--- config.mk ---
export PLATFORM = sky130hd
export DESIGN_NAME = wash_cycle_controller_flat
export DESIGN_NICKNAME = d
export VERILOG_FILES = /design/src/rtl/wash_pkg.sv /design/src/rtl/wash_cycle_controller_if.sv /design/src/rtl/wash_cycle_controller_tick_prescaler.sv /design/src/rtl/wash_cycle_controller.sv /design/src/flat_wrapper.sv
export SDC_FILE = /design/constraint.sdc
export NUM_CORES = 1
export LEC_CHECK = 0
export CORE_ASPECT_RATIO = 1.4
export CORE_MARGIN = 3
export CORE_UTILIZATION = 45
export DETAILED_ROUTE_END_ITERATION = 8
export HOLD_SLACK_MARGIN = 0.02
export PLACE_DENSITY = 0.64
export SLEW_MARGIN = 20
export SYNTH_ARGS = -nofsm -noshare
export SYNTH_HDL_FRONTEND = slang
export SYNTH_HIERARCHICAL = 1
export SYNTH_SLANG_ARGS = --single-unit
--- constraint.sdc ---
create_clock -name Clk -period 4.4 [get_ports Clk]
set_clock_uncertainty 0.1 [all_clocks]
set_input_delay 0.88 -clock Clk [delete_from_list [all_inputs] [get_ports Clk]]
set_output_delay 0.88 -clock Clk [all_outputs]
set_load 0.03 [all_outputs]
--- src/rtl/wash_pkg.sv ---
// wash_pkg: phase encoding and program codes shared by the coin/mode
// selector, the wash cycle controller and the display stage.
package wash_pkg;

    typedef enum logic [2:0] {
        IDLE  = 3'd0,
        FILL  = 3'd1,
        WASH  = 3'd2,
        RINSE = 3'd3,
        SPIN  = 3'd4,
        DONE  = 3'd5
    } phase_t;

    localparam logic [2:0] PROG_SHORT = 3'b001;
    localparam logic [2:0] PROG_LONG  = 3'b101;

    // True when a selector program code names a runnable program.
    function automatic logic isStartCode(input logic [2:0] code);
        return (code == PROG_SHORT) || (code == PROG_LONG);
    endfunction

endpackage

--- src/rtl/wash_cycle_controller_if.sv ---
// Signal bundle between the selector/display side (master) and the
// wash cycle controller (slave).
interface wash_cycle_controller_if #(
    parameter int CNT_W = 8
);
    import wash_pkg::*;

    logic [3:0]       Mode;
    logic             Pause;
    logic             Abort;
    logic             isRunning;
    phase_t           Phase;
    logic [CNT_W-1:0] TimeLeft;
    logic             Done;

    modport master (
        output Mode, Pause, Abort,
        input  isRunning, Phase, TimeLeft, Done
    );

    modport slave (
        input  Mode, Pause, Abort,
        output isRunning, Phase, TimeLeft, Done
    );

endinterface

--- src/rtl/wash_cycle_controller_tick_prescaler.sv ---
// tick_prescaler: divides the clock down to a one-cycle Tick every
// TICK_DIV enabled cycles. Clr restarts the count from zero.
module tick_prescaler #(
    parameter int TICK_DIV = 50_000_000
) (
    input  logic Clk,
    input  logic Rst_n,
    input  logic En,
    input  logic Clr,
    output logic Tick
);

    localparam int             CW   = $clog2(TICK_DIV);
    localparam logic [CW-1:0]  LAST = CW'(TICK_DIV - 1);

    logic [CW-1:0] r_count;

    assign Tick = En && (r_count == LAST);

    // Enabled cycles advance the count; the wrapping cycle is the tick.
    always_ff @(posedge Clk) begin
        if (!Rst_n) begin
            r_count <= '0;
        end else if (Clr) begin
            r_count <= '0;
        end else if (En) begin
            if (r_count == LAST) begin
                r_count <= '0;
            end else begin
                r_count <= r_count + 1'b1;
            end
        end
    end

endmodule

--- src/rtl/wash_cycle_controller.sv ---
// wash_cycle_controller: runs the selected wash program through FILL,
// WASH, RINSE and SPIN, counting seconds per phase, and reports the
// phase, remaining time and a completion pulse.
module wash_cycle_controller
    import wash_pkg::*;
#(
    parameter int TICK_DIV     = 50_000_000,
    parameter int FILL_T       = 2,
    parameter int WASH_SHORT_T = 5,
    parameter int WASH_LONG_T  = 10,
    parameter int RINSE_T      = 3,
    parameter int SPIN_T       = 4,
    parameter int CNT_W        = 8
) (
    input logic               Clk,
    input logic               Rst_n,
    wash_cycle_controller_if.slave bus
);

    localparam logic [CNT_W-1:0] L_FILL       = CNT_W'(FILL_T);
    localparam logic [CNT_W-1:0] L_WASH_SHORT = CNT_W'(WASH_SHORT_T);
    localparam logic [CNT_W-1:0] L_WASH_LONG  = CNT_W'(WASH_LONG_T);
    localparam logic [CNT_W-1:0] L_RINSE      = CNT_W'(RINSE_T);
    localparam logic [CNT_W-1:0] L_SPIN       = CNT_W'(SPIN_T);

    phase_t           r_phase;
    logic [CNT_W-1:0] r_timeLeft;
    logic             r_isRunning;
    logic             r_done;
    logic             r_progLong;
    logic             r_armed;

    logic [2:0]       w_code;
    logic             w_unusedModeBit;
    logic             w_start;
    logic             w_tick;
    logic             w_prescEn;
    logic             w_prescClr;
    logic [CNT_W-1:0] w_washDur;

    assign w_code          = bus.Mode[3:1];
    assign w_unusedModeBit = bus.Mode[0];

    // Abort in IDLE suppresses a start; an unarmed machine ignores the coin.
    assign w_start    = (r_phase == IDLE) && r_armed && !bus.Abort && isStartCode(w_code);
    assign w_prescEn  = r_isRunning && !bus.Pause && !bus.Abort;
    assign w_prescClr = (r_isRunning && bus.Abort) || w_start;
    assign w_washDur  = r_progLong ? L_WASH_LONG : L_WASH_SHORT;

    tick_prescaler #(
        .TICK_DIV (TICK_DIV)
    ) u_prescaler (
        .Clk   (Clk),
        .Rst_n (Rst_n),
        .En    (w_prescEn),
        .Clr   (w_prescClr),
        .Tick  (w_tick)
    );

    // Program sequencer: phase, remaining time, run flag, done pulse, re-arm.
    always_ff @(posedge Clk) begin
        if (!Rst_n) begin
            r_phase     <= IDLE;
            r_timeLeft  <= '0;
            r_isRunning <= 1'b0;
            r_done      <= 1'b0;
            r_progLong  <= 1'b0;
            r_armed     <= 1'b1;
        end else begin
            r_done <= 1'b0;
            case (r_phase)
                IDLE: begin
                    if (w_start) begin
                        r_progLong  <= (w_code == PROG_LONG);
                        r_phase     <= FILL;
                        r_timeLeft  <= L_FILL;
                        r_isRunning <= 1'b1;
                        r_armed     <= 1'b0;
                    end else if (w_code == 3'b000) begin
                        r_armed <= 1'b1;
                    end
                end
                FILL, WASH, RINSE, SPIN: begin
                    if (bus.Abort) begin
                        r_phase     <= IDLE;
                        r_timeLeft  <= '0;
                        r_isRunning <= 1'b0;
                    end else if (w_tick) begin
                        if (r_timeLeft > 1) begin
                            r_timeLeft <= r_timeLeft - 1'b1;
                        end else begin
                            case (r_phase)
                                FILL: begin
                                    r_phase    <= WASH;
                                    r_timeLeft <= w_washDur;
                                end
                                WASH: begin
                                    r_phase    <= RINSE;
                                    r_timeLeft <= L_RINSE;
                                end
                                RINSE: begin
                                    r_phase    <= SPIN;
                                    r_timeLeft <= L_SPIN;
                                end
                                default: begin
                                    r_phase     <= DONE;
                                    r_timeLeft  <= '0;
                                    r_isRunning <= 1'b0;
                                    r_done      <= 1'b1;
                                end
                            endcase
                        end
                    end
                end
                default: begin
                    r_phase     <= IDLE;
                    r_timeLeft  <= '0;
                    r_isRunning <= 1'b0;
                end
            endcase
        end
    end

    assign bus.Phase     = r_phase;
    assign bus.TimeLeft  = r_timeLeft;
    assign bus.isRunning = r_isRunning;
    assign bus.Done      = r_done;

endmodule

--- src/flat_wrapper.sv ---
// flat-port wrapper written by rule: the top's interface ports become plain ports
module wash_cycle_controller_flat import wash_pkg::*;
#(
    parameter int TICK_DIV     = 50_000_000,
    parameter int FILL_T       = 2,
    parameter int WASH_SHORT_T = 5,
    parameter int WASH_LONG_T  = 10,
    parameter int RINSE_T      = 3,
    parameter int SPIN_T       = 4,
    parameter int CNT_W        = 8
)
  (Clk, Rst_n, bus_Mode, bus_Pause, bus_Abort, bus_isRunning, bus_Phase, bus_TimeLeft, bus_Done);
  wash_cycle_controller_if #(.CNT_W(CNT_W)) bus_i ();
  input logic Clk;
  input logic Rst_n;
  input wire logic [$bits(bus_i.Mode)-1:0] bus_Mode;
  input wire logic [$bits(bus_i.Pause)-1:0] bus_Pause;
  input wire logic [$bits(bus_i.Abort)-1:0] bus_Abort;
  output wire logic [$bits(bus_i.isRunning)-1:0] bus_isRunning;
  output wire logic [$bits(bus_i.Phase)-1:0] bus_Phase;
  output wire logic [$bits(bus_i.TimeLeft)-1:0] bus_TimeLeft;
  output wire logic [$bits(bus_i.Done)-1:0] bus_Done;
  assign bus_i.Mode = bus_Mode;
  assign bus_i.Pause = bus_Pause;
  assign bus_i.Abort = bus_Abort;
  assign bus_isRunning = bus_i.isRunning;
  assign bus_Phase = bus_i.Phase;
  assign bus_TimeLeft = bus_i.TimeLeft;
  assign bus_Done = bus_i.Done;
  wash_cycle_controller #(.TICK_DIV(TICK_DIV), .FILL_T(FILL_T), .WASH_SHORT_T(WASH_SHORT_T), .WASH_LONG_T(WASH_LONG_T), .RINSE_T(RINSE_T), .SPIN_T(SPIN_T), .CNT_W(CNT_W)) u_core (.Clk(Clk), .Rst_n(Rst_n), .bus(bus_i));
endmodule
Yosys cells after proc, flatten, opt, wreduce, memory -nomap -nowiden
Cells that the tools add are included.
{ "totals": {"ff_bits": 41, "in_bits": 8, "out_inout_bits": 13, "elab_cells": 70} }
{ "classes": {"n_addsub": 2, "magnitude_cmp": 1, "n_eq_ne": 11, "muxes": 23, "bitwise_logic": 3, "n_reduce_logical": 23} }
{ "ops": {"columns": ["operator", "n"], "rows": [
  ["8-bit two-way mux", 4],
  ["26-bit by 1-bit adder with 26-bit output (second input constant)", 1],
  ["26-bit equality test (second input constant)", 1],
  ["26-bit two-way mux", 1],
  ["8-bit one-hot mux with 3 select lines", 1],
  ["8-bit one-hot mux with 2 select lines", 1],
  ["3-bit two-way mux", 4],
  ["3-bit != test (second input constant)", 3],
  ["3-bit one-hot mux with 3 select lines", 1],
  ["8-bit by 1-bit > comparator with 1-bit output (second input constant)", 1],
  ["1-bit two-way mux", 8],
  ["8-bit by 1-bit subtractor with 8-bit output (second input constant)", 1],
  ["1-bit logical AND", 7],
  ["3-bit by 1-bit equality test with 1-bit output (second input constant)", 2],
  ["3-bit by 2-bit equality test with 1-bit output (second input constant)", 2],
  ["3-bit equality test (second input constant)", 2],
  ["3-bit logical NOT", 2],
  ["3-bit one-hot mux with 2 select lines", 1],
  ["2-bit AND reduction", 3],
  ["5-bit OR reduction", 1],
  ["4-bit two-way mux", 1],
  ["4-bit AND reduction", 1],
  ["4-bit OR reduction", 1],
  ["1-bit inverter", 3],
  ["other kinds (8)", 10]
]} }

Longest topological paths before layout
Gate-level depths: netlist of run 1.
{ "depth": {"word_depth": 7, "ltp_mapped": 10, "depth_no_buf": 8} }

Modules after synthesis
Netlist of run 1, hierarchy kept.
{ "modules_own_cells": {"columns": ["mod", "instances", "cells_each", "area_per_inst_um2", "seq_area_each_um2"], "rows": [
  ["tick_prescaler", 1, 161, 1332.5, 520.5],
  ["wash_cycle_controller", 1, 124, 994.7, 300.3]
]} }

Least setup slack after synthesis of run 1
OpenSTA, ideal clock, no wires.
{ "synth_path": {"path_type": "in2reg", "startpoint": "input port bus_Abort", "endpoint": "register u_core.r_timeLeft[2] (netlist: u_core/bus.TimeLeft[2])", "setup_ns": 0.117, "t_arrival_ns": 3.389, "required_ns": 4.183, "path_slack_ns": 0.794, "path_stages": 10, "n_path_buf": 2, "path_cell_list": "buf_4 -> nor3b_1 -> buf_2 -> nand3_1 -> or2_1 -> nor4_1 -> nor3_1 -> o31ai_1 -> o21ai_0 -> a32o_1"} }
{ "synth_between": {"elab_chain_cells": 5, "elab_cells_between_ends": 10, "cone_classes": "eq/ne (2); mux (2); reduce/logical (6)"} }
{ "synth_lines": {"columns": ["element", "line", "text"], "rows": [
  ["start: declaration", "flat_wrapper.sv:18", "input wire logic [$bits(bus_i.Abort)-1:0] bus_Abort;"],
  ["1-bit logical NOT", "wash_cycle_controller.sv:46", "assign w_prescEn = r_isRunning && !bus.Pause && !bus.Abort;"],
  ["1-bit logical AND", "wash_cycle_controller.sv:46", null],
  ["net u_core.w_prescEn", "wash_cycle_controller.sv:37", "logic w_prescEn;"],
  ["1-bit logical AND", "wash_cycle_controller_tick_prescaler.sv:18", "assign Tick = En && (r_count == LAST);"],
  ["net u_core.w_tick", "wash_cycle_controller.sv:36", "logic w_tick;"],
  ["3-bit != test (no source line)", null, null],
  ["2-bit AND reduction (no source line)", null, null],
  ["end signal: assignment", "wash_cycle_controller.sv:90", "r_timeLeft <= r_timeLeft - 1'b1;"],
  ["end signal: assignment", "wash_cycle_controller.sv:95", "r_timeLeft <= w_washDur;"],
  ["end: declaration", "wash_cycle_controller.sv:27", "logic [CNT_W-1:0] r_timeLeft;"]
]} }
The timed path passes the listed nets, and every way through them passes these cells.
A chain may end at the register's enable or synchronous reset.

Final worst setup path of run 1
{ "layout_path": {"startpoint": "input port bus_Abort", "endpoint": "register u_core.r_timeLeft[4] (netlist: u_core/bus.TimeLeft[4])"} }
Same word-level chain as after synthesis.

==> results.md, run 1 <==
- The finished cells cover between 2000 and 3000 µm².
- The top cell types in the final layout, fill and taps aside, are dfxtp_1 (41), nor2_1 (27), nand2_1 (22), a21oi_1 (20), clkdlybuf4s50_1 (19).
- Relative to the synthesized area, the layout overhead comes to 15.6%.
- The number of inserted diodes is 0.
- The congestion estimate from routability-driven global placement came to between 0.8 and 0.9.
- The first-pass GRT wire length is 9.49 mm.
- The area of the placeable core is 4920 µm².
- Averaged over all synthesized cells, the footprint is between 8 and 9 µm².
- The row count is 30.
- Entering global routing, the biggest net connects 22 pins.
- The post-CTS setup repair buffer count is 0.
- In the global route stage, overall resource usage came out at 0.197.
- The slew at the pin closest to its max-slew limit is approximately 700 ps.
- The library cell used most frequently in the layout, excluding fill and tap cells, is dfxtp_1.
- The total DRC errors in the routed layout is 0.
- Across all hold checks on the routed design, the worst slack comes to between 300 and 400 ps.
- The worst supply voltage drop on vdd is 134 µV.
- The first routing iteration left 161 violations.
- The final critical delay including setup and external delays is 3360 ps.
- The start point of the worst min-delay path is u_core/u_prescaler/r_count[25].
- For the worst setup path, the data required time is 4530 ps.
- Buffers placed on the I/O ports in this run total 19.
- The initial antenna violation count came to 0.
- The final setup violation count is 0.
- The kind of end point of the critical path is a register.
- In this run the power density over the cells is between 300 and 400 nW/µm².
- The share of synthesized area in the top cell type comes to 0.353.
- The flow ran to the end, and the final reports show no timing, DRC or antenna violations.
- The chip height is 91.1 µm.
- In the final design database the tool counted around 310 nets.
- After filler insertion, the fill cell instance count of the layout stands at 469.
- The number of hold violations in the final report is 0.
- The clock-pin transition on the worst setup and hold timing paths is 90 ps.
- The number of global-route vias before repair came to 2108.
- The largest individual stage delay along the critical path comes from the cell clkdlybuf4s50_1.
- The launching element of the worst setup path is bus_Abort.
- After detailed routing, the number of vias per cell comes to 5.89.
- Setup repair after global routing left no endpoint under its margin.
- For the worst setup path, the data arrival time is 3490 ps.
- The worst pin sits at a relative slew slack of 0.527.
- The critical path startpoint category is an input pin.
- The share of async-settable or async-resettable flops after synthesis is 0.
- The number of antenna-violating nets in the routed design is 0.
- The final HPWL from detailed placement is between 4 and 5 mm.
- In this run the worst path has a maximum fanout of 7.
- By area the synthesized netlist is led by dfxtp_1 (35%), nor2_1 (4.4%), a21oi_1 (4.3%).
- The post-detailed-routing wire length is about 5.5 mm.
- The total negative setup slack is 0 ps.
- The critical path goes through clkdlybuf4s50_1 > nor3b_1 > nand3_1 > or2_1 > nor4_1 > buf_4 > nor3_1 > o31a_1 > or3_1 > a21oi_1.
- The min-delay analysis places its worst path in the category register to register.
- The critical path is of the input pin to register type.
- In this run the clock root is driven by a clkbuf_8.
- Buffers inserted during clock tree synthesis total 5.
- The leakage power of the design is ~0.88 nW.
- For this run, the slowest stage of the critical path takes 440 ps.
- The number of buffers added to fix hold violations after cts is 0.
- The synthesized netlist net count is 297.
- The maximum buffer depth of the clock tree is 2.
- The design draws 0.834 mW.
- The share of the yosys chip area belonging to registers is 0.353.
- The clock tree synthesis step divided the H-tree into 2 levels.
- For this run, the top clock speed supported by timing is 297 MHz.
- The max-slew violation count is 0.
- In the finished design, the share of the clock period the worst path needs comes to 0.764.
- For the worst-skew pair, the clock arrives at the later sink with an insertion delay of ~300 ps.
- The tool flagged a number of max-cap violations equal to 0.
- The final core utilization is 0.547.
- The number of enable-type register cells in the synthesized netlist is 0.
- In this run the critical register-to-register path is launched from u_core/bus.isRunning.
- The clock sink count is 41.
- Synthesis produced a netlist whose cell count is 285.
- Measured along the x axis, the die boundary spans 66.8 µm.
- The initial core utilization is 0.473.
- The synthesized netlist contains 56 unique library cells.
- The clock tree from TritonCTS is yes.
- The average wire length per cell after detail routing is between 10 and 15 µm.
- The number of gates resized after cts is 0.
- The placed instances occupy a cell area of 2560 µm².
- Across all layers, the routed design uses 2161 vias.
- The area of the mapped netlist is 2330 µm².
- Before antenna repair, the detailed router went through 4 iterations.
- The count of synthesis-stage warnings from yosys is 6.
- Among all flip-flop cells after synthesis, the most frequent one is dfxtp_1.
- The total die area is ~6100 µm².
- Summed over all instances, the cell type with the most area after synthesis is dfxtp_1.
- The fraction of layout cells with a size suffix above 1 is 0.0759.
- The I/O pin total is 21.
- The final global-route overflow total is 0.
- The synthesized design contains 41 register bits.
## sequential cells by signal, summed over array words and instances (netlist names)
register                    count
u_core/bus.Done                 1
u_core/r_armed                  1
u_core/bus.TimeLeft             8
u_core/u_prescaler/r_count     26
u_core/bus.Phase                3
u_core/bus.isRunning            1
u_core/r_progLong               1
## cell usage after synthesis, types with 5 or more instances
| cell | instances |
|---|---|
| xor2_1 | 9 |
| clkbuf_1 | 5 |
| nor2_1 | 27 |
| nand3_1 | 16 |
| o21ai_0 | 17 |
| a21oi_1 | 20 |
| nand2_1 | 22 |
| nor3_1 | 11 |
| or3_1 | 9 |
| nand4_1 | 8 |
| inv_1 | 6 |
| or4_1 | 8 |
| o31ai_1 | 8 |
| and4_1 | 5 |
| dfxtp_1 | 41 |
## final cells by class
cell class,instances,area [µm²],share of cell area
Clock inverter,3,65.1,0.0242
Inverter,6,22.5,0.00837
Tap cell,64,80.1,0.0298
Clock buffer,5,68.8,0.0256
Timing Repair Buffer,24,228,0.0847
Sequential cell,41,821,0.305
Multi-Input combinational cell,224,1410,0.522
## stage by stage
| step | cells | worst slack (ps) |
|---|---|---|
| 2_1_floorplan | 285 | 794 |
| 6_report | 367 | 1040 |
| 3_5_place_dp | 359 | 696 |
| 4_1_cts | 367 | 982 |
| 5_1_grt | 367 | 833 |
| 3_3_place_gp | 359 | 736 |
## per-layer routing
layer,part of all wire,vias to the layer above,GRT usage
met5,0,-,0
met4,0.021,0,0.0814
met3,0.023,9,0.0359
met2,0.54,28,0.351
met1,0.42,1021,0.221
li1,-,1103,-
## worst paths after layout
check	slack, ps	end	cells past startpoint
worst max-delay path	1040	u_core/bus.TimeLeft[4]	10
worst min-delay path	390	u_core/u_prescaler/r_count[25]	2
worst max register to register	1690	u_core/bus.TimeLeft[4]	9
worst min register to register	390	u_core/u_prescaler/r_count[25]	2
## critical path: cells and delay by family
kind,cells,cell delay (ps)
and+or+nand+nor,6,1490
buffers and inverters,2,640
AOI/OAI and AO/OA,2,490
## cell families (layout without fill, tap and decap cells)
family | after synthesis | after routing | share of synthesized area
multiplexers | 3 | 3 | 0.0129
buffers and inverters | 20 | 38 | 0.0457
AND/OR/NAND/NOR | 142 | 142 | 0.351
flip-flops | 41 | 41 | 0.353
adder cells (fa/ha/maj) | 4 | 4 | 0.0215
XOR/XNOR | 13 | 13 | 0.0489
AO/OA/AOI/OAI | 62 | 62 | 0.167
## where the power goes
group          switching, mW  leakage (nW)  internal, mW
logic                 0.0521         0.485        0.0349
clock network          0.141        0.0681         0.226
registers            0.00570         0.331         0.375
Note: power is estimated with default switching activity, not from simulation.
==> run 2, diff against run 1 <==
clock period = 3.11 ns   (was 4.4 ns; I/O delays follow)
==> run 2 against run 1 <==
  * Sequential power rose by 42%
  * Utilization up 1.6 points
  * Die area unchanged
  * Worst setup slack lost 780 ps
  * Largest power group unchanged
==> results.md, run 2 (synthesis gave the netlist of run 1 again) <==
- In this design, the largest share of critical-path delay is due to simple AND/OR/NAND/NOR gates.
- The routed wire length on met3 is 120 µm.
- In the routed layout, each cell is associated on average with a via count of 5.72.
- Global routing finished with a remaining overflow of 0.
- In this run the worst hold path is classified as register to register.
- In this run the tightest slew margin relative to its limit is 0.603.
- The average wire length per cell after detail routing is roughly 14 µm.
- In this run the number of H-tree levels came out at 2.
- The number of global-route vias before repair is 2139.
- Walking the worst path, the cells encountered are clkdlybuf4s50_1 > nor3b_1 > buf_4 > nand3_1 > or2_1 > nor4_4 > nor3_1 > o31a_1 > or3_1 > a21oi_1.
- The count of nets left with antenna violations once routing finished came out at 0.
- The final setup violation count is 0.
- The class of the most critical setup path is input pin to register.
- The library cell used most frequently in the layout, excluding fill and tap cells, is dfxtp_1.
- The horizontal die dimension is 66.8 µm.
- The maximum buffer depth of the clock tree is 2.
- In this run, post-CTS hold repair placed 0 buffers.
- In the final layout, the share of cells above drive strength 1 is 0.117.
- In the layout the commonest cells are dfxtp_1 (41), nor2_1 (27), nand2_1 (22), a21oi_1 (20).
- Along the worst path, the maximum fanout reaches 3.
- The max-slew violation count is 0.
- For the worst-skew pair, the clock arrives at the later sink with an insertion delay of 290 ps.
- The count of buffers added on input and output ports is 19.
- The register with the most flip-flops is u_core/u_prescaler/r_count.
- Subtracting the final worst setup slack from the clock period gives 2860 ps.
- The flow ran to the end, and the final reports show no timing, DRC or antenna violations.
- The I/O pin total is 21.
- The final core utilization is 0.563.
- The number of clock buffers added by TritonCTS is 5.
- After detailed routing, the wire length on met1 is about 2.3 mm.
- The number of vias after detailed routing is 2172.
- Based on the critical path, the design can be clocked at up to 350 MHz.
- After detailed routing, no signal wire sits above met4.
- Detailed placement finished with a half-perimeter wire length of approximately 4.2 mm.
- The critical path startpoint category is an input pin.
- The register with the most flip-flops in the layout has 26 of them.
- The first-pass iteration count of the detailed router is 4.
- The area of the placeable core is 4920 µm².
- In this run the static leakage power is around 0.95 nW.
- The chip height is 91.1 µm.
- Setup repair after global routing left no endpoint under its margin.
- The total DRC errors in the routed layout is 0.
- The net count of the finished layout is approximately 330.
- Across every metal layer, demand over resource in global routing totals 0.201.
- The clock root buffer is clkbuf_8.
- The layout overhead on the synthesized area is 18.9%.
- Clock-pin slew was measured on the worst setup and hold paths at 70 ps.
- The largest individual stage delay along the critical path comes from the cell clkdlybuf4s50_1.
- Data arrives at the worst endpoint at roughly 3000 ps.
- The worst-case IR drop observed on VDD is 186 µV.
- The initial utilization of the core area, before any placement, comes to 0.473.
- The row count is 30.
- The kind of end point of the critical path is a register.
- Dividing total power by cell area gives a power density of 368 nW/µm².
- TritonCTS built the clock tree.
- The slew at the pin closest to its max-slew limit is about 600 ps.
- After detailed routing, the total wire length is 5.44 mm.
- The total die area is between 6000 and 7000 µm².
- The clock sink count is 41.
- The final weighted congestion of routability-driven global placement is just over 0.8.
- The stage delay of the slowest cell on the critical path is 440 ps.
- The post-route fraction of the period consumed by the critical path is 0.919.
- The number of hold violations in the final report is 0.
- The number of violations reported at the end of detailed-routing iteration 0 is about 140.
- Together, buffers and inverters on the worst path number 2.
- The number of inserted diodes is 0.
- The number of max-capacitance violations reported is 0.
- Entering global routing, the biggest net connects 21 pins.
- At the worst endpoint, the required time is 3230 ps.
- Hold timing on the final database bottoms out at a slack of 382 ps.
- The routed wire length on met2 is 2.87 mm.
- The first global-routing pass estimated 9.65 mm of wire.
- The initial antenna violation count was 0.
run 2: changes by cell type in the layout (fill, tap and decap cells not counted):
| cell | previous run | this run |
|---|---|---|
| o31ai_1 | 7 | 6 |
| nor4_1 | 4 | 3 |
| clkinv_2 | 1 | 0 |
| o31ai_2 | 1 | 2 |
| clkbuf_1 | 0 | 1 |
| bufinv_16 | 2 | 0 |
| clkbuf_8 | 5 | 6 |
| buf_4 | 5 | 19 |
| nor4_4 | 1 | 2 |
run 2: worst min-delay path: cells and delay by family, from the launching register on:
kind / cells / cell delay, ps
flops: 1 / 320
compound gates: 2 / 110
run 2: per-stage QoR:
step | area [µm²] | setup TNS (ps) | total power [mW] | instances | setup slack [ps]
global route | 2770 | 0 | 1.07 | 380 | 40.5
CTS | 2760 | 0 | 1.04 | 380 | 186
finish | 2770 | 0 | 1.02 | 380 | 252
detailed placement | 2670 | -680 | 0.681 | 373 | -97.7
global placement | 2670 | -618 | 0.681 | 373 | -104
floorplan | 2340 | 0 | 0.634 | 285 | 94.1
run 2: final cells by class:
type	count	area, µm²
multi-input cells	224	1430
well taps	64	80.1
clock buffers	7	86.3
inverters	6	22.5
fillers	477	2150
repair buffers	38	333
flip-flops and latches	41	821
run 2: per-layer routing:
metal  track usage  up-vias
li1              -     1124
met1         0.233     1005
met2         0.354       34
met3        0.0334        9
met4        0.0797        0
met5             0        -
run 2: power by group:
part / total, mW / internal [mW] / switching, mW
clock: 0.351 / 0.176 / 0.175
sequential: 0.538 / 0.530 / 0.00809
combinational: 0.130 / 0.0557 / 0.0745
run 2: worst paths after layout:
kind | from | slack, ps | endpoint | cells after the start
worst max-delay path | bus_Abort | 250 | u_core/bus.TimeLeft[4] | 10
worst min-delay path | u_core/u_prescaler/r_count[22] | 380 | u_core/u_prescaler/r_count[22] | 2
worst max register to register | u_core/bus.isRunning | 650 | u_core/bus.TimeLeft[4] | 9
worst min register to register | u_core/u_prescaler/r_count[22] | 380 | u_core/u_prescaler/r_count[22] | 2
run 2: timing repair:
item / CTS / global route
endpoints found under the setup margin: 0 / 2
setup buffers: 0 / 0
resized for setup: 0 / 1
hold endpoints to repair: 0 / 0
==> edit 1, RTL diff (flow settings as in run 1) <==
`CNT_W` is set to 8 in 3 places; all go to 9.
--- a/src/rtl/wash_cycle_controller_if.sv
+++ b/src/rtl/wash_cycle_controller_if.sv
@@ -1,7 +1,7 @@
 // Signal bundle between the selector/display side (master) and the
 // wash cycle controller (slave).
 interface wash_cycle_controller_if #(
-    parameter int CNT_W = 8
+    parameter int CNT_W = 9
 );
     import wash_pkg::*;
 
--- a/src/rtl/wash_cycle_controller.sv
+++ b/src/rtl/wash_cycle_controller.sv
@@ -10,7 +10,7 @@
     parameter int WASH_LONG_T  = 10,
     parameter int RINSE_T      = 3,
     parameter int SPIN_T       = 4,
-    parameter int CNT_W        = 8
+    parameter int CNT_W        = 9
 ) (
     input logic               Clk,
     input logic               Rst_n,
--- a/src/flat_wrapper.sv
+++ b/src/flat_wrapper.sv
@@ -7,7 +7,7 @@
     parameter int WASH_LONG_T  = 10,
     parameter int RINSE_T      = 3,
     parameter int SPIN_T       = 4,
-    parameter int CNT_W        = 8
+    parameter int CNT_W        = 9
 )
   (Clk, Rst_n, bus_Mode, bus_Pause, bus_Abort, bus_isRunning, bus_Phase, bus_TimeLeft, bus_Done);
   wash_cycle_controller_if #(.CNT_W(CNT_W)) bus_i ();
Ports: changed (resized bus_TimeLeft); port bits go from 21 to 22. The function was not compared with the original's and may differ.
==> edit 1 against run 1 <==
Clock power decreased by 32%; total power shrank 15%; routed wire length rose by 2.3%; sequential cell count grew 1; global-route usage fell by 0.34 points; setup slack worse by 0.14 ns; area after synthesis is 3.1% higher; die area is 2.8% higher; final area grew 1.7%; largest cell class unchanged.
==> edit 1: results (changes against run 1) <==
metric,value,unit,change
result of the run,completed,,
final-report hold violation count,0,,unchanged
largest net degree at the start of global routing,21,,-4.5%
weighted congestion reported at the end of routability-driven placement,0.845,,-5.8%
half-perimeter wire length after placement,4040,µm,+0.42%
portion of the post-synthesis area used by sequential elements,35.1,%,-0.21 points
1st-iter DRT viols,104,,-35%
worst setup path startpoint,bus_Abort,,
Post-Route WL,5580,µm,+2.3%
aggregate global-route resource usage,19.3,%,-0.34 points
number of nets at the end of the flow,327,,+4.1%
measured slew at the worst slew-check pin,0.569,ns,-0.131 ns
critical path peak fanout,6,,-1
cell with the largest stage delay on the worst path,or4_1,,
fraction of final layout cells with drive strength greater than 1,7.64,%,+0.053 points
top post-synthesis cells by area,"dfxtp_1 (35%), nand2_1 (4.5%), a21oi_1 (4.4%)",,
worst slack after detailed placement,0.647,ns,-0.0491 ns
Leak,0.932,nW,+5.4%
Critical Path Max Stage Delay,0.53,ns,+0.09 ns
PortBufs,20,,+1
Mapped Nets,310,,+4.4%
clock tree root driver cell,clkbuf_8,,
Post-CTS Setup Bufs,0,,unchanged
number of global-route vias before repair,2095,,-0.62%
top cells by instance count after synthesis,"dfxtp_1 (42), nand2_1 (29), nor2_1 (25), a21oi_1 (21), nand3_1 (17)",,
Worst VDD drop,0.168,mV,+25%
critical path data arrival time,3.63,ns,+0.14 ns
first-pass GRT wire length,9430,µm,-0.73%
library cells used by synthesis,61,,+8.9%
number of buffers between clock root and the deepest sink,2,,unchanged
number of buffers inserted during clock tree synthesis,5,,unchanged
routed via count divided by cell count,5.90,,+0.28%
-- edit 1: changes by cell type in the layout (fill, tap and decap cells not counted), sizes merged, moves of 2 or more --
cell,delta
o211ai,+2
nor4,-3
and2b,+2
o21ai,-2
nor3,-2
bufinv,-2
a211oi,-2
a21boi,+2
nand2,+7
nand2b,+3
o22ai,+3
-- edit 1: report_power, final --
part / leakage [nW] / total, mW / switching (mW) / internal [mW]
registers: 0.339 / 0.387 / 0.00452 / 0.383
logic: 0.550 / 0.0703 / 0.0416 / 0.0288
clock network: 0.0431 / 0.248 / 0.127 / 0.121
-- edit 1: critical path, delay by kind of cell --
kind	cells	cell delay, ns
compound gates	1	0.15
buf+inv	2	0.66
simple gates	7	1.95
-- edit 1: final cells by class --
type | instances | area, µm²
Clock buffer | 6 | 82.6
Fill cell | 470 | 2260
Inverter | 6 | 22.5
Multi-Input combinational cell | 235 | 1470
Sequential cell | 42 | 841
Tap cell | 64 | 80.1
Timing Repair Buffer | 25 | 238
-- edit 1: cells by family after synthesis --
| group | count (synthesis) | share of synthesized area (%) |
|---|---|---|
| AOI/OAI and AO/OA | 67 | 17.7 |
| adders and majority gates | 4 | 2.09 |
| and+or+nand+nor | 149 | 35.8 |
| xor gates and xnor gates | 13 | 4.75 |
| DFF | 42 | 35.1 |
| buffers and inverters | 21 | 3.76 |
| muxes | 2 | 0.835 |
-- edit 1: path summary, 6_finish.rpt --
path | endpoint | slack [ns] | cells after the start
max | u_core/bus.Phase[1] | 0.89 | 10
min | u_core/u_prescaler/r_count[25] | 0.39 | 2
max reg2reg | u_core/bus.Phase[1] | 1.58 | 9
min reg2reg | u_core/u_prescaler/r_count[25] | 0.39 | 2
-- edit 1: layer usage --
metal	up-vias	track usage [%]	wire length, µm
li1	1131	-	-
met1	1047	21.7	2410
met2	43	33.8	2910
met3	11	3.76	125
met4	0	8.97	129
met5	-	0	0
-- edit 1: per-stage QoR --
stage	util, %	cell area, µm²	cells	hold slack (ns)
global route	54.8	2740	378	0.413
global placement	53.2	2650	372	0.359
finish	54.8	2740	378	0.388
detailed placement	53.2	2650	372	0.376
floorplan	-	2400	298	0.347
CTS	54.8	2740	378	0.386
==> edit 2, RTL diff (config.mk and constraints of run 1) <==
Made on the original files. Re-encode `phase_t` (6 values) as Gray code, 3 bits wide.
--- a/src/rtl/wash_pkg.sv
+++ b/src/rtl/wash_pkg.sv
@@ -3,12 +3,12 @@
 package wash_pkg;
 
     typedef enum logic [2:0] {
-        IDLE  = 3'd0,
-        FILL  = 3'd1,
-        WASH  = 3'd2,
-        RINSE = 3'd3,
-        SPIN  = 3'd4,
-        DONE  = 3'd5
+        IDLE  = 3'b000,
+        FILL  = 3'b001,
+        WASH  = 3'b011,
+        RINSE = 3'b010,
+        SPIN  = 3'b110,
+        DONE  = 3'b111
     } phase_t;
 
     localparam logic [2:0] PROG_SHORT = 3'b001;
Function: no difference found for any inputs over 10 cycles, from zero or initial values and one cycle with Rst_n low; not proved beyond that.
==> edit 2 against run 1 <==
Core utilization is 1.1 points lower; final area is 2.7% lower; routed wire length is 2.9% lower; sequential cell count stayed put; synthesized cell count is 2.1% lower; via count is 0.60% lower; setup slack worse by 0.0044 ns; area after synthesis is 2.3% lower; critical path type unchanged; critical endpoint is now u_core/bus.TimeLeft[6]; highest routed layer unchanged.
Power is not compared: it rests on default switching activity, and its combinational part moved more than twofold at a synthesized area within 25%.
==> edit 2: results (changes against run 1) <==
metric,value,unit,change
non-filler instance count after layout,362,,-1.4%
Placed Cells incl. Taps,354,,-1.4%
Critical Path Max Stage Delay,0.58,ns,+0.14 ns
Worst VDD drop,0.191,mV,
Most used DFF post-synth,dfxtp_1,,
standard cell area after detailed placement,2530,µm²,-1.1%
max reg flops,26,,unchanged
register with the highest flop count,u_core/u_prescaler/r_count,,
number of global-route vias before repair,2102,,-0.28%
drt first pass iters,4,,unchanged
reported combinational group power,0.182,mW,
internal power contribution,0.570,mW,
library cells used by synthesis,52,,-7.1%
detailed-route via count,2148,,-0.60%
insertion delay of the later-clocked pin in the worst-skew pair,0.29,ns,
power share of the clock group,29.4,%,
PortBufs,19,,unchanged
top cells by instance count after synthesis,"dfxtp_1 (41), nor2_1 (25), a21oi_1 (22), nand2_1 (20), nand3_1 (17)",,
Critical R2R Capture,u_core/bus.TimeLeft[6],,
number of antenna repair diodes,0,,unchanged
Mapped Nets,291,,-2.0%
half-perimeter wire length after placement,3920,µm,-2.6%
P_sw,0.249,mW,
number of nets at the end of the flow,309,,-1.6%
family with the most delay on the worst path,simple AND/OR/NAND/NOR gates,,
setup slack of the worst register-to-register path,1.83,ns,+0.14 ns
largest net degree at the start of global routing,20,,-9.1%
number of buffers between clock root and the deepest sink,2,,unchanged
measured slew at the worst slew-check pin,0.834,ns,+0.134 ns
result of the run,completed,,
count of flip-flops with a built-in enable after synthesis,0,,unchanged
fraction of final layout cells with drive strength greater than 1,7.72,%,+0.13 points
worst hold path type,reg2reg,,
weighted congestion reported at the end of routability-driven placement,0.885,,-1.3%
Post-CTS Setup Bufs,0,,unchanged
end of the worst hold path,u_core/u_prescaler/r_count[22],,
total number of H-tree levels,2,,unchanged
Post-Route WL,5290,µm,-2.9%
critical path peak fanout,10,,+3
clock slew at reported path FFs,0.08,ns,
aggregate global-route resource usage,19.6,%,-0.028 points
clock tree root driver cell,clkbuf_8,,
overflow left after global routing,0,,unchanged
first-pass GRT wire length,9400,µm,-1.0%
number of buffers inserted during clock tree synthesis,5,,unchanged
top post-synthesis cells by area,"dfxtp_1 (36%), a21oi_1 (4.8%), nor2_1 (4.1%)",,
number of cells on the worst reg-to-reg path,10,,+1
beginning of the worst hold path,u_core/u_prescaler/r_count[22],,
Post-route DRC,0,,unchanged
critical path data arrival time,3.48,ns,about the same
cell with the largest stage delay on the worst path,clkdlybuf4s50_1,,
FF-to-FF Start,u_core/bus.isRunning,,
portion of the post-synthesis area used by sequential elements,36.1,%,+0.81 points
1st-iter DRT viols,141,,-12%
WHS Path Cells,2,,unchanged
cell count after synthesis,279,,-2.1%
worst slack after detailed placement,0.646,ns,-0.0503 ns
CTS-repair resized insts,0,,unchanged
## edit 2: per-stage QoR
| step | hold slack [ns] | utilization [%] |
|---|---|---|
| detailed placement | 0.366 | 51.8 |
| CTS | 0.393 | 53.5 |
| floorplan | 0.347 | - |
| global placement | 0.362 | 51.8 |
| global route | 0.402 | 53.6 |
| finish | 0.395 | 53.6 |
## edit 2: worst max path at each step
stage / startpoint / endpoint / slack, ns / depth (start not counted)
finish: bus_Abort / u_core/bus.TimeLeft[6] / 1.03 / 10
global route: bus_Abort / u_core/bus.TimeLeft[4] / 0.77 / 10
CTS: bus_Abort / u_core/bus.TimeLeft[3] / 0.94 / 10
detailed placement: bus_Abort / u_core/bus.TimeLeft[3] / 0.65 / 10
global placement: bus_Abort / u_core/bus.TimeLeft[3] / 0.66 / 10
floorplan: bus_Abort / u_core/bus.TimeLeft[0] / 1.04 / 9
## edit 2: cell type report
cell class	instances	area (µm²)
fillers	460	2260
clock inverters	2	10.0
inverters	11	41.3
repair buffers	23	220
flip-flops and latches	41	821
well taps	64	80.1
multi-input cells	215	1370
clock buffers	6	72.6
## edit 2: tightest hold or removal path: stages, from the launching register on
cell and delay, ns:
dfxtp_1 0.33, o31ai_1 0.07, a21oi_1 0.06
## edit 2: kinds of logic after synthesis
kind of cell | Yosys count | synth area share [%]
buffers and inverters | 23 | 4.07
xor gates and xnor gates | 12 | 4.62
DFF | 41 | 36.1
AOI/OAI and AO/OA | 64 | 18.6
adders and majority gates | 4 | 2.20
and+or+nand+nor | 131 | 32.6
muxes | 4 | 1.82
## edit 2: per-layer routing
metal  part of all wire [%]  vias up  track usage [%]
met3                    2.1       10             3.13
li1                       -     1086                -
met2                     52       38             34.3
met5                      0        -                0
met4                    2.1        0             8.81
met1                     43     1014             22.7
